`src/rtl/gpio_pkg.sv`:
```
// Shared types and defaults for the GPIO input front end: interrupt mode encoding
// and the per-pin event decode used by the detect/status logic.
package gpio_pkg;

    localparam int GPIO_NUM_DEF    = 8;
    localparam int SYNC_STAGES_DEF = 2;
    localparam int DEB_WIDTH_DEF   = 8;

    // Encoded as {INTTYPE1, INTTYPE0}.
    typedef enum logic [1:0] {
        LVL_HIGH  = 2'b00,
        LVL_LOW   = 2'b01,
        EDGE_RISE = 2'b10,
        EDGE_FALL = 2'b11
    } gpio_int_e;

    function automatic logic detect_event(input gpio_int_e mode,
                                          input logic      filt,
                                          input logic      prev);
        logic ev;
        ev = 1'b0;
        case (mode)
            LVL_HIGH:  ev = filt;
            LVL_LOW:   ev = ~filt;
            EDGE_RISE: ev = filt & ~prev;
            EDGE_FALL: ev = ~filt & prev;
            default:   ev = 1'b0;
        endcase
        return ev;
    endfunction

endpackage

```
`src/rtl/gpio_sync_deb.sv`:
```
// One GPIO pin: multi-flop synchroniser followed by a debounce filter whose
// output only follows the synchronised level after it has been stable thr+1 cycles.
module gpio_sync_deb
    import gpio_pkg::*;
#(
    parameter int SYNC_STAGES = SYNC_STAGES_DEF,
    parameter int DEB_WIDTH   = DEB_WIDTH_DEF
) (
    input  logic                 clk_i,
    input  logic                 rst_i,
    input  logic                 pad_i,
    input  logic [DEB_WIDTH-1:0] thr_i,
    output logic                 filt_o
);

    logic [SYNC_STAGES-1:0] sync_q;
    logic                   sync;
    logic [DEB_WIDTH-1:0]   cnt_q;
    logic                   filt_q;

    assign sync = sync_q[SYNC_STAGES-1];

    // NOTE: every flop here uses non-blocking assignment so the chain shifts one
    // stage per clock regardless of statement order.
    always_ff @(posedge clk_i or posedge rst_i) begin
        if (rst_i) begin
            sync_q <= '0;
        end else begin
            sync_q <= {sync_q[SYNC_STAGES-2:0], pad_i};
        end
    end

    // cnt_q only increments while below thr_i, so it can never wrap; the >= compare
    // lets a threshold lowered mid-count take effect on the next cycle.
    always_ff @(posedge clk_i or posedge rst_i) begin
        if (rst_i) begin
            cnt_q  <= '0;
            filt_q <= 1'b0;
        end else if (sync == filt_q) begin
            cnt_q <= '0;
        end else if (cnt_q >= thr_i) begin
            filt_q <= sync;
            cnt_q  <= '0;
        end else begin
            cnt_q <= cnt_q + 1'b1;
        end
    end

    assign filt_o = filt_q;

endmodule

```
`src/rtl/gpio_in_detect.sv`:
```
// GPIO input front end: per-pin sync/debounce, then vectorised event detection
// into sticky clear-on-read interrupt status and a flop-driven irq_o.
module gpio_in_detect
    import gpio_pkg::*;
#(
    parameter int GPIO_NUM    = GPIO_NUM_DEF,
    parameter int SYNC_STAGES = SYNC_STAGES_DEF,
    parameter int DEB_WIDTH   = DEB_WIDTH_DEF
) (
    input  logic                 clk_i,
    input  logic                 rst_i,
    input  logic [GPIO_NUM-1:0]  gpio_in_i,
    input  logic [DEB_WIDTH-1:0] deb_thr_i,
    input  logic [GPIO_NUM-1:0]  int_en_i,
    input  logic [GPIO_NUM-1:0]  int_type0_i,
    input  logic [GPIO_NUM-1:0]  int_type1_i,
    input  logic                 stat_rd_i,
    output logic [GPIO_NUM-1:0]  padin_o,
    output logic [GPIO_NUM-1:0]  int_stat_o,
    output logic                 irq_o
);

    logic [GPIO_NUM-1:0] filt;
    logic [GPIO_NUM-1:0] prev_q;
    logic [GPIO_NUM-1:0] ev;
    logic [GPIO_NUM-1:0] stat_q;

    for (genvar i = 0; i < GPIO_NUM; i++) begin : g_pin
        gpio_sync_deb #(
            .SYNC_STAGES (SYNC_STAGES),
            .DEB_WIDTH   (DEB_WIDTH)
        ) u_sync_deb (
            .clk_i  (clk_i),
            .rst_i  (rst_i),
            .pad_i  (gpio_in_i[i]),
            .thr_i  (deb_thr_i),
            .filt_o (filt[i])
        );
    end

    // NOTE: ev gets a default before the loop so no path through this block
    // leaves it unassigned, which would otherwise infer a latch.
    always_comb begin
        ev = '0;
        for (int i = 0; i < GPIO_NUM; i++) begin
            ev[i] = detect_event(gpio_int_e'({int_type1_i[i], int_type0_i[i]}),
                                 filt[i], prev_q[i]);
        end
    end

    // Set wins over clear, so an event coinciding with a read is never lost.
    always_ff @(posedge clk_i or posedge rst_i) begin
        if (rst_i) begin
            prev_q <= '0;
            stat_q <= '0;
        end else begin
            prev_q <= filt;
            stat_q <= (stat_q & ~{GPIO_NUM{stat_rd_i}}) | (ev & int_en_i);
        end
    end

    assign padin_o    = filt;
    assign int_stat_o = stat_q;
    assign irq_o      = |stat_q;

endmodule

```
`config.mk`:
```
export PLATFORM = sky130hd
export DESIGN_NAME = gpio_in_detect
export DESIGN_NICKNAME = d
export VERILOG_FILES = /design/src/rtl/gpio_pkg.sv /design/src/rtl/gpio_sync_deb.sv /design/src/rtl/gpio_in_detect.sv
export SDC_FILE = /design/constraint.sdc
export NUM_CORES = 1
export LEC_CHECK = 0
export BUFFER_PORTS_ARGS = -buffer_cell sky130_fd_sc_hd__buf_2
export CORE_MARGIN = 2
export CORE_UTILIZATION = 45
export CTS_BUF_LIST = sky130_fd_sc_hd__clkbuf_8
export DETAILED_ROUTE_END_ITERATION = 7
export PLACE_DENSITY = 0.64
export SYNTH_ARGS = -nofsm -noshare
export SYNTH_HDL_FRONTEND = slang
export SYNTH_SLANG_ARGS = --single-unit
```
`constraint.sdc`:
```
create_clock -name clk_i -period 4.95 [get_ports clk_i]
set_clock_uncertainty 0.1 [all_clocks]
set_input_delay 0.7425 -clock clk_i [delete_from_list [all_inputs] [get_ports clk_i]]
set_output_delay 0.7425 -clock clk_i [all_outputs]
set_load 0.005 [all_outputs]
```
## Word-level counts from Yosys, hierarchy flattened

Index checks and enable logic that the tools add are counted.

- Output and inout bits: 17
- Register bits after elaboration: 104
- Logic and storage cells: 159
- Bits of input ports: 43

- Order comparisons: 8
- Mux-type cells: 24
- Reductions and logical operators: 17
- Add/sub/neg operators: 8
- Bitwise gates (word level): 44
- Eq/ne operators: 32

Operators with widths:

| cell | number |
|---|---|
| 8-bit 2-to-1 mux | 16 |
| 8-bit by 1-bit adder with 8-bit output, second input constant | 8 |
| 8-bit greater-or-equal comparator | 8 |
| 2-bit equality test, second input constant | 16 |
| 1-bit one-hot mux with 4 select lines | 8 |
| 1-bit NOT | 24 |
| 1-bit bitwise AND | 16 |
| 8-bit bitwise AND | 2 |
| 2-bit by 1-bit equality test with 1-bit output, second input constant | 8 |
| 2-bit zero test | 8 |
| 2-bit AND reduction | 8 |
| 1-bit equality test | 8 |
| 8-bit NOT | 1 |
| 8-bit OR | 1 |
| 8-bit OR reduction | 1 |

## Longest topological paths before layout

Gate-level depths: netlist of the first run.

- Depth after elaboration: 5
- Gate-level depth with buffers: 6
- Depth with buffers taken out: 6

## Modules after synthesis

From an unflattened synthesis of the first run, not the netlist that was laid out.

- Cell total of the unflattened synthesis: 565
- Area, all modules: 6,092.1 µm²

Modules (own cells, without submodules):

| module | cells each | times used | area each (µm²) |
|---|---|---|---|
| gpio_sync_deb | 63 | 8 | 673.1 |
| gpio_in_detect | 61 | 1 | 706.9 |

## Least setup slack after synthesis of the first run

No wires, ideal clock.

- Path type: in2reg
- Start point: input deb_thr_i[7]
- End point: register g_pin[5].u_sync_deb.cnt_q[2]
- Data arrival time: 1.996 ns
- Path buffers: 0
- Setup slack: 2.702 ns
- Required time: 4.698 ns
- Cell stages on the path: 5
- Library setup time: 0.152 ns
- Cell sequence: inv_1 > ha_1 > nand4_1 > o311ai_1 > nor2_1

- Word-level cells in the longest chain between the ends: 3

RTL lines:

| what | line | text |
|---|---|---|
| start, declared | gpio_in_detect.sv:13 | `input logic [DEB_WIDTH-1:0] deb_thr_i,` |
| 8-bit greater-or-equal comparator | gpio_sync_deb.sv:41 | `end else if (cnt_q >= thr_i) begin` |
| 8-bit 2-to-1 mux | gpio_sync_deb.sv:41 |  |
| 8-bit 2-to-1 mux | gpio_sync_deb.sv:39 | `end else if (sync == filt_q) begin` |
| end signal, assigned | gpio_sync_deb.sv:45 | `cnt_q <= cnt_q + 1'b1;` |
| end, declared | gpio_sync_deb.sv:18 | `logic [DEB_WIDTH-1:0] cnt_q;` |

No other way between the ends.
A chain may end at the register's enable or synchronous reset.

## Worst setup path after layout of the first run

- Start point: input deb_thr_i[5]
- End point: register g_pin[5].u_sync_deb.cnt_q[2]

Same word-level chain as after synthesis.

==> out/metrics.cfg, run 1 <==
[run_status]
status=completed

[global_route]
grt-ovfl-total=0
grt_pass1_vias=3921
grt_pass1_wl_um=19400
track_usage_pct=18.7
grt_start_max_net_pins=72
antenna_found_initial=0

[route]
finalWirelength_um=11600
dr.pass1.iters=4
viasPerCell=5.18
ant_nets=0
wl_per_cell_um=15.0
drc=0
drtIter0Drc=235
vias=4011

[floorplan]
core_um2=12500
die-area_um2=13600
row_count=41
die_w_um=117
start_util_pct=45.7
chipHeight_um=117
io_pins=60

[finish]
area_growth_pct=12.7
design_area_um2=6450
num_antenna_cells=0
multi_input_area_um2=2920
layout.nets=713
seqCellArea_um2=2600
drive_gt1_share_pct=16.6
fillers=1173
post-route-util_pct=51.5

[timing]
clock.fmax_ghz=0.434
fin_ws_ns=2.65
rsz0062_at_grt=false
setup_viol=0
report.final.slew_viol_count=0
slew_headroom_pct=39.2
tightest_slew_ns=0.898
fin_tns_setup_ns=0
fin_crit_ns=2.30
finalHoldViolations=0
finalCritPeriodShare_pct=46.5

[synthesis]
netlist_instances=535
synth_compound_area_share_pct=11.9
synth_area_leaders=dfrtp_1 (45%), ha_1 (16%), xor2_1 (6.6%), nor2_1 (4.5%), nand3_1 (3.4%)
synth_fa_ha_area_share_pct=15.7
synth-simple-area-share_pct=13.2
syn-num-nets=650
muxShareOfSynthArea_pct=1.57
synth_top_area_share_pct=45.5
synth_top_family_by_area=adder cells
yosysWarnings=0
synth.distinct_cells=26
yosysTopAreaCell=dfrtp_1
syn_area_um2=5720
synthXorXnorAreaFrac_pct=8.57
synth.avg_cell_area_um2=10.7
synth-seq-area-share_pct=45.5
ys_ff_latch=104

[setup_path]
startpoint_type=input port
worst-path-max-fanout=8
cp-endpoint=g_pin[5].u_sync_deb.cnt_q[2]
worstSetupPathType=input port to flop
rrSetupSlack_ns=2.84
crit_path_end_kind=flop
required_ns=5.08
worstReg2RegEnd=g_pin[5].u_sync_deb.cnt_q[2]
rr_startpoint=g_pin[5].u_sync_deb.cnt_q[0]
cp.arrival_ns=2.43
r2r_cells=6
startpoint=deb_thr_i[5]

[clock_tree]
cts_tree=done
path_clk_slew_ns=0.10
post_cts_resized=0
cts_setup_buffers=0
clockRootBuffer=clkbuf_8
cts.htree.levels=3
clock_path_buffers=2
clkSinkCount=104
insertion_delay_ns=0.38
cts_buffers=9
cts_hold_buffers=0

[placement]
place_congestion=0.773
post_dp_cell_area_um2=6180
dp_hpwl_um=8600
place_ws_ns=2.19
portBuffers=59

[power_and_ir_drop]
max-vdd-ir-drop_mv=0.238
p_leak_nw=3.27
powerDensity_nw_per_um2=395
total_power_mw=2.55

[run]
max_cap_viol_count=0

[hold_path]
hp-class=flop to flop

## flip-flops by register name (all words and copies together) (netlist names)
name and count:
int_stat_o 8, g_pin.u_sync_deb.filt_o 8, g_pin.u_sync_deb.cnt_q 64, g_pin.u_sync_deb.sync_q 16, prev_q 8
## metrics by stage
step           instances  hold WS [ns]
5_1_grt              775         0.264
3_5_place_dp         759         0.241
4_1_cts              775         0.261
6_report             775         0.256
3_3_place_gp         759         0.237
2_1_floorplan        535         0.231
## layout make-up
| cell class | instances | area share, % |
|---|---|---|
| multi-input combinational | 386 | 45.3 |
| sequential | 104 | 40.4 |
| timing repair buffer | 60 | 4.70 |
| tap | 172 | 3.34 |
| inverter | 37 | 2.19 |
| clock buffer | 10 | 2.13 |
| clock inverter | 6 | 2.02 |
## per-layer routing
metal  share of wire (%)  global-route usage (%)
met1                  50                    26.0
met2                  45                    29.6
met3                 3.7                    4.05
met4                 1.2                    5.18
met5                   0                       0
## power breakdown
group	internal, mW	switching [mW]
logic	0.337	0.341
clock network	0.399	0.287
registers	0.996	0.191
total	1.73	0.818
## critical path, stage by stage
cell	delay, ns
buf_2	0.07
inv_1	0.17
ha_1	0.37
nand4_1	0.14
o311ai_1	0.81
nor2_1	0.12
## worst min-delay path by stage
stage | startpoint | to | slack [ns] | depth (start not counted)
after floorplan | g_pin[0].u_sync_deb.sync_q[0] | g_pin[0].u_sync_deb.sync_q[1] | 0.23 | 0
after global placement | g_pin[1].u_sync_deb.sync_q[0] | g_pin[1].u_sync_deb.sync_q[1] | 0.24 | 0
after detailed placement | g_pin[3].u_sync_deb.sync_q[0] | g_pin[3].u_sync_deb.sync_q[1] | 0.24 | 0
after CTS | g_pin[7].u_sync_deb.sync_q[0] | g_pin[7].u_sync_deb.sync_q[1] | 0.26 | 0
after global routing | g_pin[2].u_sync_deb.sync_q[0] | g_pin[2].u_sync_deb.sync_q[1] | 0.26 | 0
final | g_pin[7].u_sync_deb.sync_q[0] | g_pin[7].u_sync_deb.sync_q[1] | 0.26 | 0
## Yosys cell counts
cell,number
nor4_1,2
inv_1,37
a2111o_1,4
dfrtp_1,104
and3_1,16
mux2_2,8
xnor2_1,13
nor2_1,68
o311ai_1,1
o311ai_2,3
ha_1,72
a2111oi_4,3
nand2b_4,4
o31ai_1,4
o21ai_0,24
nand2b_1,4
o21a_1,8
buf_4,8
a2111oi_2,1
nand4_1,8
xor2_1,43
a22o_1,8
nand2_1,17
a211o_2,4
a21oi_1,32
nand3_1,39
## cells by family (layout without fill, tap and decap cells)
logic type,Yosys count,count (layout)
DFF,104,104
muxes,8,8
adders and majority gates,72,72
AOI/OAI and AO/OA,92,92
and+or+nand+nor,158,158
buffers and inverters,45,113
xor gates and xnor gates,56,56
## layout by cell type, fill, tap and decap left out, types with 10 or more instances in the layout
| cell | n |
|---|---|
| o21ai_0 | 24 |
| a21oi_1 | 32 |
| buf_2 | 59 |
| inv_1 | 36 |
| xnor2_1 | 13 |
| nor2_1 | 68 |
| dfrtp_1 | 104 |
| and3_1 | 16 |
| ha_1 | 72 |
| clkbuf_8 | 10 |
| nand3_1 | 39 |
| xor2_1 | 43 |
| nand2_1 | 17 |
Note: power is estimated with default switching activity, not from simulation.
==> inputs of run 2 (changes only) <==
--- a/config.mk
+++ b/config.mk
@@ -10,7 +10,7 @@
 export CORE_UTILIZATION = 45
 export CTS_BUF_LIST = sky130_fd_sc_hd__clkbuf_8
 export DETAILED_ROUTE_END_ITERATION = 7
-export PLACE_DENSITY = 0.64
+export PLACE_DENSITY = 0.66
 export SYNTH_ARGS = -nofsm -noshare
 export SYNTH_HDL_FRONTEND = slang
 export SYNTH_SLANG_ARGS = --single-unit
==> constraint.sdc (replaced) <==
create_clock -name clk_i -period 1.92 [get_ports clk_i]
set_clock_uncertainty 0.1 [all_clocks]
set_input_delay 0.288 -clock clk_i [delete_from_list [all_inputs] [get_ports clk_i]]
set_output_delay 0.288 -clock clk_i [all_outputs]
set_load 0.005 [all_outputs]
==> run 2 against run 1 <==
  * The run now ends with setup timing left
  * Worst setup slack worse by 2.7 ns
  * Die area stayed put
  * Non-clock buffer count is 42 higher
  * Count of clock-buffer cells in the layout stayed put
  * Routed wire length is 11% higher
  * Cell area is 9.5% higher
  * Core utilization is 4.9 points higher
==> out/metrics.cfg, run 2 (synthesized netlist as in run 1, its figures left out) <==
[timing]
finalCritPeriodShare_pct=102
rsz0062_at_grt=true
report.final.slew_viol_count=0
fin_ws_ns=-0.0353
hold_ws_ns=0.0281
fin_crit_ns=1.96
tightest_slew_ns=0.445
slew_headroom_pct=70.0
fin_tns_setup_ns=-0.213
setup_viol=13
finalHoldViolations=0
clock.fmax_ghz=0.511

[setup_path]
worstSetupPathType=flop to flop
cp.arrival_ns=2.19
crit_path_end_kind=flop
startpoint_type=flop
required_ns=2.15
worst-path-max-fanout=8
r2r_cells=6

[clock_tree]
clockRootBuffer=clkbuf_8
insertion_delay_ns=0.39
cts_tree=done
clock_path_buffers=2
path_clk_slew_ns=0.10
clkSinkCount=104
cts_buffers=9
cts.htree.levels=3

[finish]
mostFrequentLayoutCells=dfrtp_1 (101), ha_1 (70), buf_2 (59), nor2_1 (49), xor2_1 (43)
area_growth_pct=23.4
top_register=g_pin.u_sync_deb.cnt_q
num_antenna_cells=0
drive_gt1_share_pct=25.1
largest_register_ffs=64
layout.nets=755
mostFrequentLayoutCell=dfrtp_1
fillers=1103
reg_top3=g_pin.u_sync_deb.cnt_q: 64 flops, g_pin.u_sync_deb.sync_q: 16 flops

[route]
wl_per_cell_um=15.8
dr.pass1.iters=4
drtIter0Drc=209
vias=4263
drc=0
finalWirelength_um=12900
viasPerCell=5.22
ant_nets=0

[power_and_ir_drop]
power_frac_clock_pct=20.7
internal_power_mw=4.45
seqPwrFrac_pct=43.6
powerDensity_nw_per_um2=969
p_leak_nw=3.51
p_sw_mw=2.39
pwr-share-comb_pct=35.7
max-vdd-ir-drop_mv=0.768
swShare_pct=34.9

[floorplan]
chipHeight_um=117
die_w_um=117
die-area_um2=13600
row_count=41
core_um2=12500
start_util_pct=45.7
io_pins=60

[run_status]
status=finished with violations
violations=setup timing

[placement]
dp_hpwl_um=9270
place_congestion=0.824
portBuffers=59

[global_route]
grt-ovfl-total=0
grt_pass1_vias=4341
grt_pass1_wl_um=21100
grt_start_max_net_pins=43
antenna_found_initial=0
track_usage_pct=20.4

[hold_path]
min_path_cells=2
hp-class=input port to flop

[run]
max_cap_viol_count=0

## run 2: cell count changes in the layout (fill, tap and decap cells not counted), moves of 8 or more
cell and delta:
dlygate4sd3_1 +14, nor2_1 -19, buf_4 +20, buf_12 +8, nor2_2 +15
## run 2: cell type report
| type | instances | area, um^2 | share of cell area [%] |
|---|---|---|---|
| inverters | 37 | 143 | 2.02 |
| multi-input cells | 386 | 3140 | 44.5 |
| flip-flops and latches | 104 | 2610 | 36.9 |
| well taps | 172 | 215 | 3.05 |
| clock buffers | 10 | 138 | 1.95 |
| repair buffers | 102 | 753 | 10.7 |
| clock inverters | 6 | 60.1 | 0.851 |
## run 2: worst paths after layout
| kind | endpoint | startpoint | slack (ns) |
|---|---|---|---|
| max | g_pin[2].u_sync_deb.cnt_q[7] | g_pin[2].u_sync_deb.cnt_q[0] | -0.04 |
| min | int_stat_o[3] | int_en_i[3] | 0.03 |
| max reg2reg | g_pin[2].u_sync_deb.cnt_q[7] | g_pin[2].u_sync_deb.cnt_q[0] | -0.04 |
| min reg2reg | g_pin[0].u_sync_deb.sync_q[1] | g_pin[0].u_sync_deb.sync_q[0] | 0.25 |
| min in group asynchronous | g_pin[0].u_sync_deb.cnt_q[0] | rst_i | 0.31 |
| max in group asynchronous | prev_q[0] | rst_i | 0.88 |
## run 2: routing by layer
metal	part of all wire, %	routed length, um	GRT usage [%]	vias up
met5	0	0	0	-
met4	1.7	220	6.51	0
met3	5.1	653	5.40	14
met2	48	6230	32.7	85
met1	45	5800	27.0	2084
li1	-	-	-	2080
## run 2: power by group through the flow
stage	Sequential (mW)	Combinational (mW)	Clock, mW
floorplan	2.95	1.41	0
global placement	2.98	2.01	0
detailed placement	3.01	2.08	0
CTS	2.97	2.15	1.46
global route	3.04	2.75	1.55
finish	2.98	2.44	1.42
## run 2: repair_timing
| action | CTS | global route |
|---|---|---|
| pin swaps | 3 | 33 |
| hold buffers | 14 | 0 |
| endpoints found under the setup margin | 12 | 68 |
| buffers inserted | 0 | 3 |
| endpoints found under the hold margin | 23 | 0 |
| resized for setup | 5 | 47 |
## run 2: critical path: stages (launching register included)
cell,delay (ns)
dfrtp_1,0.41
inv_2,0.07
ha_4,0.19
nand2b_4,0.13
a2111o_1,0.45
a211o_4,0.41
nor2_1,0.13
## run 2: stage by stage
stage	cells	power [mW]	setup slack, ns	cell area [um^2]	utilization, %
2_1_floorplan	535	4.36	0.00440	5720	-
3_3_place_gp	784	4.99	-0.157	6470	51.7
3_5_place_dp	784	5.10	-0.259	6470	51.7
4_1_cts	814	6.58	-0.00203	6840	54.6
5_1_grt	817	7.34	-0.0921	7060	56.4
6_report	817	6.84	-0.0353	7060	56.4
==> inputs of run 3 (changes only) <==
--- a/config.mk
+++ b/config.mk
@@ -6,11 +6,14 @@
 export NUM_CORES = 1
 export LEC_CHECK = 0
 export BUFFER_PORTS_ARGS = -buffer_cell sky130_fd_sc_hd__buf_2
+export CELL_PAD_IN_SITES_DETAIL_PLACEMENT = 0
+export CELL_PAD_IN_SITES_GLOBAL_PLACEMENT = 1
 export CORE_MARGIN = 2
-export CORE_UTILIZATION = 45
+export CORE_UTILIZATION = 44
 export CTS_BUF_LIST = sky130_fd_sc_hd__clkbuf_8
 export DETAILED_ROUTE_END_ITERATION = 7
-export PLACE_DENSITY = 0.66
+export MAX_ROUTING_LAYER = met4
+export PLACE_DENSITY = 0.79
 export SYNTH_ARGS = -nofsm -noshare
 export SYNTH_HDL_FRONTEND = slang
 export SYNTH_SLANG_ARGS = --single-unit
==> run 3 against run 2 <==
  * The run still ends with setup timing left
  * Critical path depth unchanged
  * Via count down 2.8%
  * Cell count shrank 1.6%
  * Clock power is 17% lower
  * Highest routed layer unchanged
  * Non-clock buffer count fell by 9
  * Die area grew 2.2%
  * Largest cell class unchanged
  * Sequential share of layout area rose by 0.96 points
==> out/metrics.cfg, run 3 (synthesized netlist as in run 1, its figures left out) <==
[hold_path]
worstHoldStart=int_en_i[5]
hp-class=input port to flop
min_path_cells=2
hold_end=int_stat_o[5]

[clock_tree]
cts_buffers=9
cts_tree=done
clockRootBuffer=clkbuf_8
clock_path_buffers=2
insertion_delay_ns=0.38
cts.htree.levels=3
clkSinkCount=104
path_clk_slew_ns=0.09

[timing]
finalHoldViolations=0
setup_viol=2
fin_ws_ns=-0.00812
report.final.slew_viol_count=0
clock.fmax_ghz=0.519
fin_tns_setup_ns=-0.00932
finalCritPeriodShare_pct=100
hold_ws_ns=0.0192
tightest_slew_ns=0.582
fin_crit_ns=1.93
slew_headroom_pct=61.2
rsz0062_at_grt=true

[finish]
area_growth_pct=20.2
multi_input_area_um2=3130
fillers=1116
mostFrequentLayoutCells=dfrtp_1 (103), ha_1 (71), buf_2 (59), nor2_1 (43), xor2_1 (43)
num_antenna_cells=0
design_area_um2=6870
top_register=g_pin.u_sync_deb.cnt_q
drive_gt1_share_pct=24.4
mostFrequentLayoutCell=dfrtp_1
reg_top3=g_pin.u_sync_deb.cnt_q: 64 flops, g_pin.u_sync_deb.sync_q: 16 flops
largest_register_ffs=64
post-route-util_pct=54.3
seqCellArea_um2=2600
layout.nets=746

[route]
viasPerCell=5.15
vias=4143
ant_nets=0
drtIter0Drc=159
finalWirelength_um=11900
dr.pass1.iters=4
drc=0
wl_per_cell_um=14.8

[placement]
post_dp_cell_area_um2=6400
place_congestion=0.800
dp_hpwl_um=8510
portBuffers=59

[global_route]
antenna_found_initial=0
grt_pass1_vias=4187
grt_start_max_net_pins=105
grt-ovfl-total=0
grt_pass1_wl_um=20000
track_usage_pct=18.6

[floorplan]
chipHeight_um=118
io_pins=60
die-area_um2=13900
die_w_um=118
start_util_pct=45.1
row_count=41
core_um2=12700

[setup_path]
startpoint_type=flop
crit_path_end_kind=flop
rrSetupSlack_ns=-0.008
required_ns=2.14
worst-path-max-fanout=8
rr_startpoint=g_pin[3].u_sync_deb.cnt_q[0]
cp.arrival_ns=2.15
worstSetupPathType=flop to flop
r2r_cells=6
worstReg2RegEnd=g_pin[3].u_sync_deb.cnt_q[3]

[power_and_ir_drop]
p_leak_nw=3.42
max-vdd-ir-drop_mv=0.338
seqPwrFrac_pct=45.0
internal_power_mw=4.26
pwr-share-comb_pct=36.9
total_power_mw=6.56
swShare_pct=35.1
power_frac_clock_pct=18.0
powerDensity_nw_per_um2=954
p_sw_mw=2.30

[run]
max_cap_viol_count=0

[run_status]
status=finished with violations
violations=setup timing

## run 3: per-stage QoR
stage	std cells	setup WS [ns]
2_1_floorplan	535	0.00440
3_3_place_gp	780	-0.165
3_5_place_dp	780	-0.197
4_1_cts	801	0.000258
5_1_grt	804	-0.0583
6_report	804	-0.00812
## run 3: area by class of cell
| type | count | share of cell area [%] |
|---|---|---|
| multi-input combinational | 386 | 45.5 |
| sequential | 104 | 37.9 |
| clock buffer | 10 | 2.00 |
| timing repair buffer | 93 | 9.25 |
| inverter | 37 | 2.07 |
| clock inverter | 2 | 0.146 |
| tap | 172 | 3.13 |
## run 3: how the worst max path moves through the flow
stage	startpoint	to	cells past startpoint	slack, ns
finish	g_pin[3].u_sync_deb.cnt_q[0]	g_pin[3].u_sync_deb.cnt_q[3]	6	-0.008
global route	g_pin[3].u_sync_deb.cnt_q[0]	g_pin[3].u_sync_deb.cnt_q[3]	6	-0.06
CTS	g_pin[4].u_sync_deb.cnt_q[0]	g_pin[4].u_sync_deb.filt_o	6	0.0003
detailed placement	deb_thr_i[0]	g_pin[3].u_sync_deb.filt_o	6	-0.20
global placement	deb_thr_i[1]	g_pin[0].u_sync_deb.cnt_q[7]	7	-0.16
floorplan	g_pin[1].u_sync_deb.cnt_q[0]	g_pin[1].u_sync_deb.filt_o	6	0.004
## run 3: power groups by stage
stage / Sequential [mW] / Clock [mW] / Combinational [mW]
detailed placement: 2.99 / 0 / 2.08
global route: 3.01 / 1.31 / 2.71
global placement: 2.98 / 0 / 2.01
floorplan: 2.95 / 0 / 1.41
CTS: 2.95 / 1.23 / 2.12
finish: 2.95 / 1.18 / 2.42
## run 3: worst max-delay path, cell delays in order, from the launching register on
cell and delay, ns:
dfrtp_1 0.36, inv_1 0.05, ha_1 0.26, nand2b_4 0.14, a2111o_1 0.41, a211o_4 0.42
nor2_2 0.12
## run 3: what timing repair did
action	CTS	global route
gates resized for setup	4	46
hold endpoints to repair	112	0
buffers inserted	0	3
hold buffers	9	0
endpoints found under the setup margin	5	67
pin swaps	4	30
## run 3: metal layers
metal	up-vias	GRT usage, %	wire length [um]
met5	-	-	0
met4	0	7.83	259
met3	19	3.34	362
met2	52	30.7	5850
met1	2018	22.6	5430
li1	2054	-	-
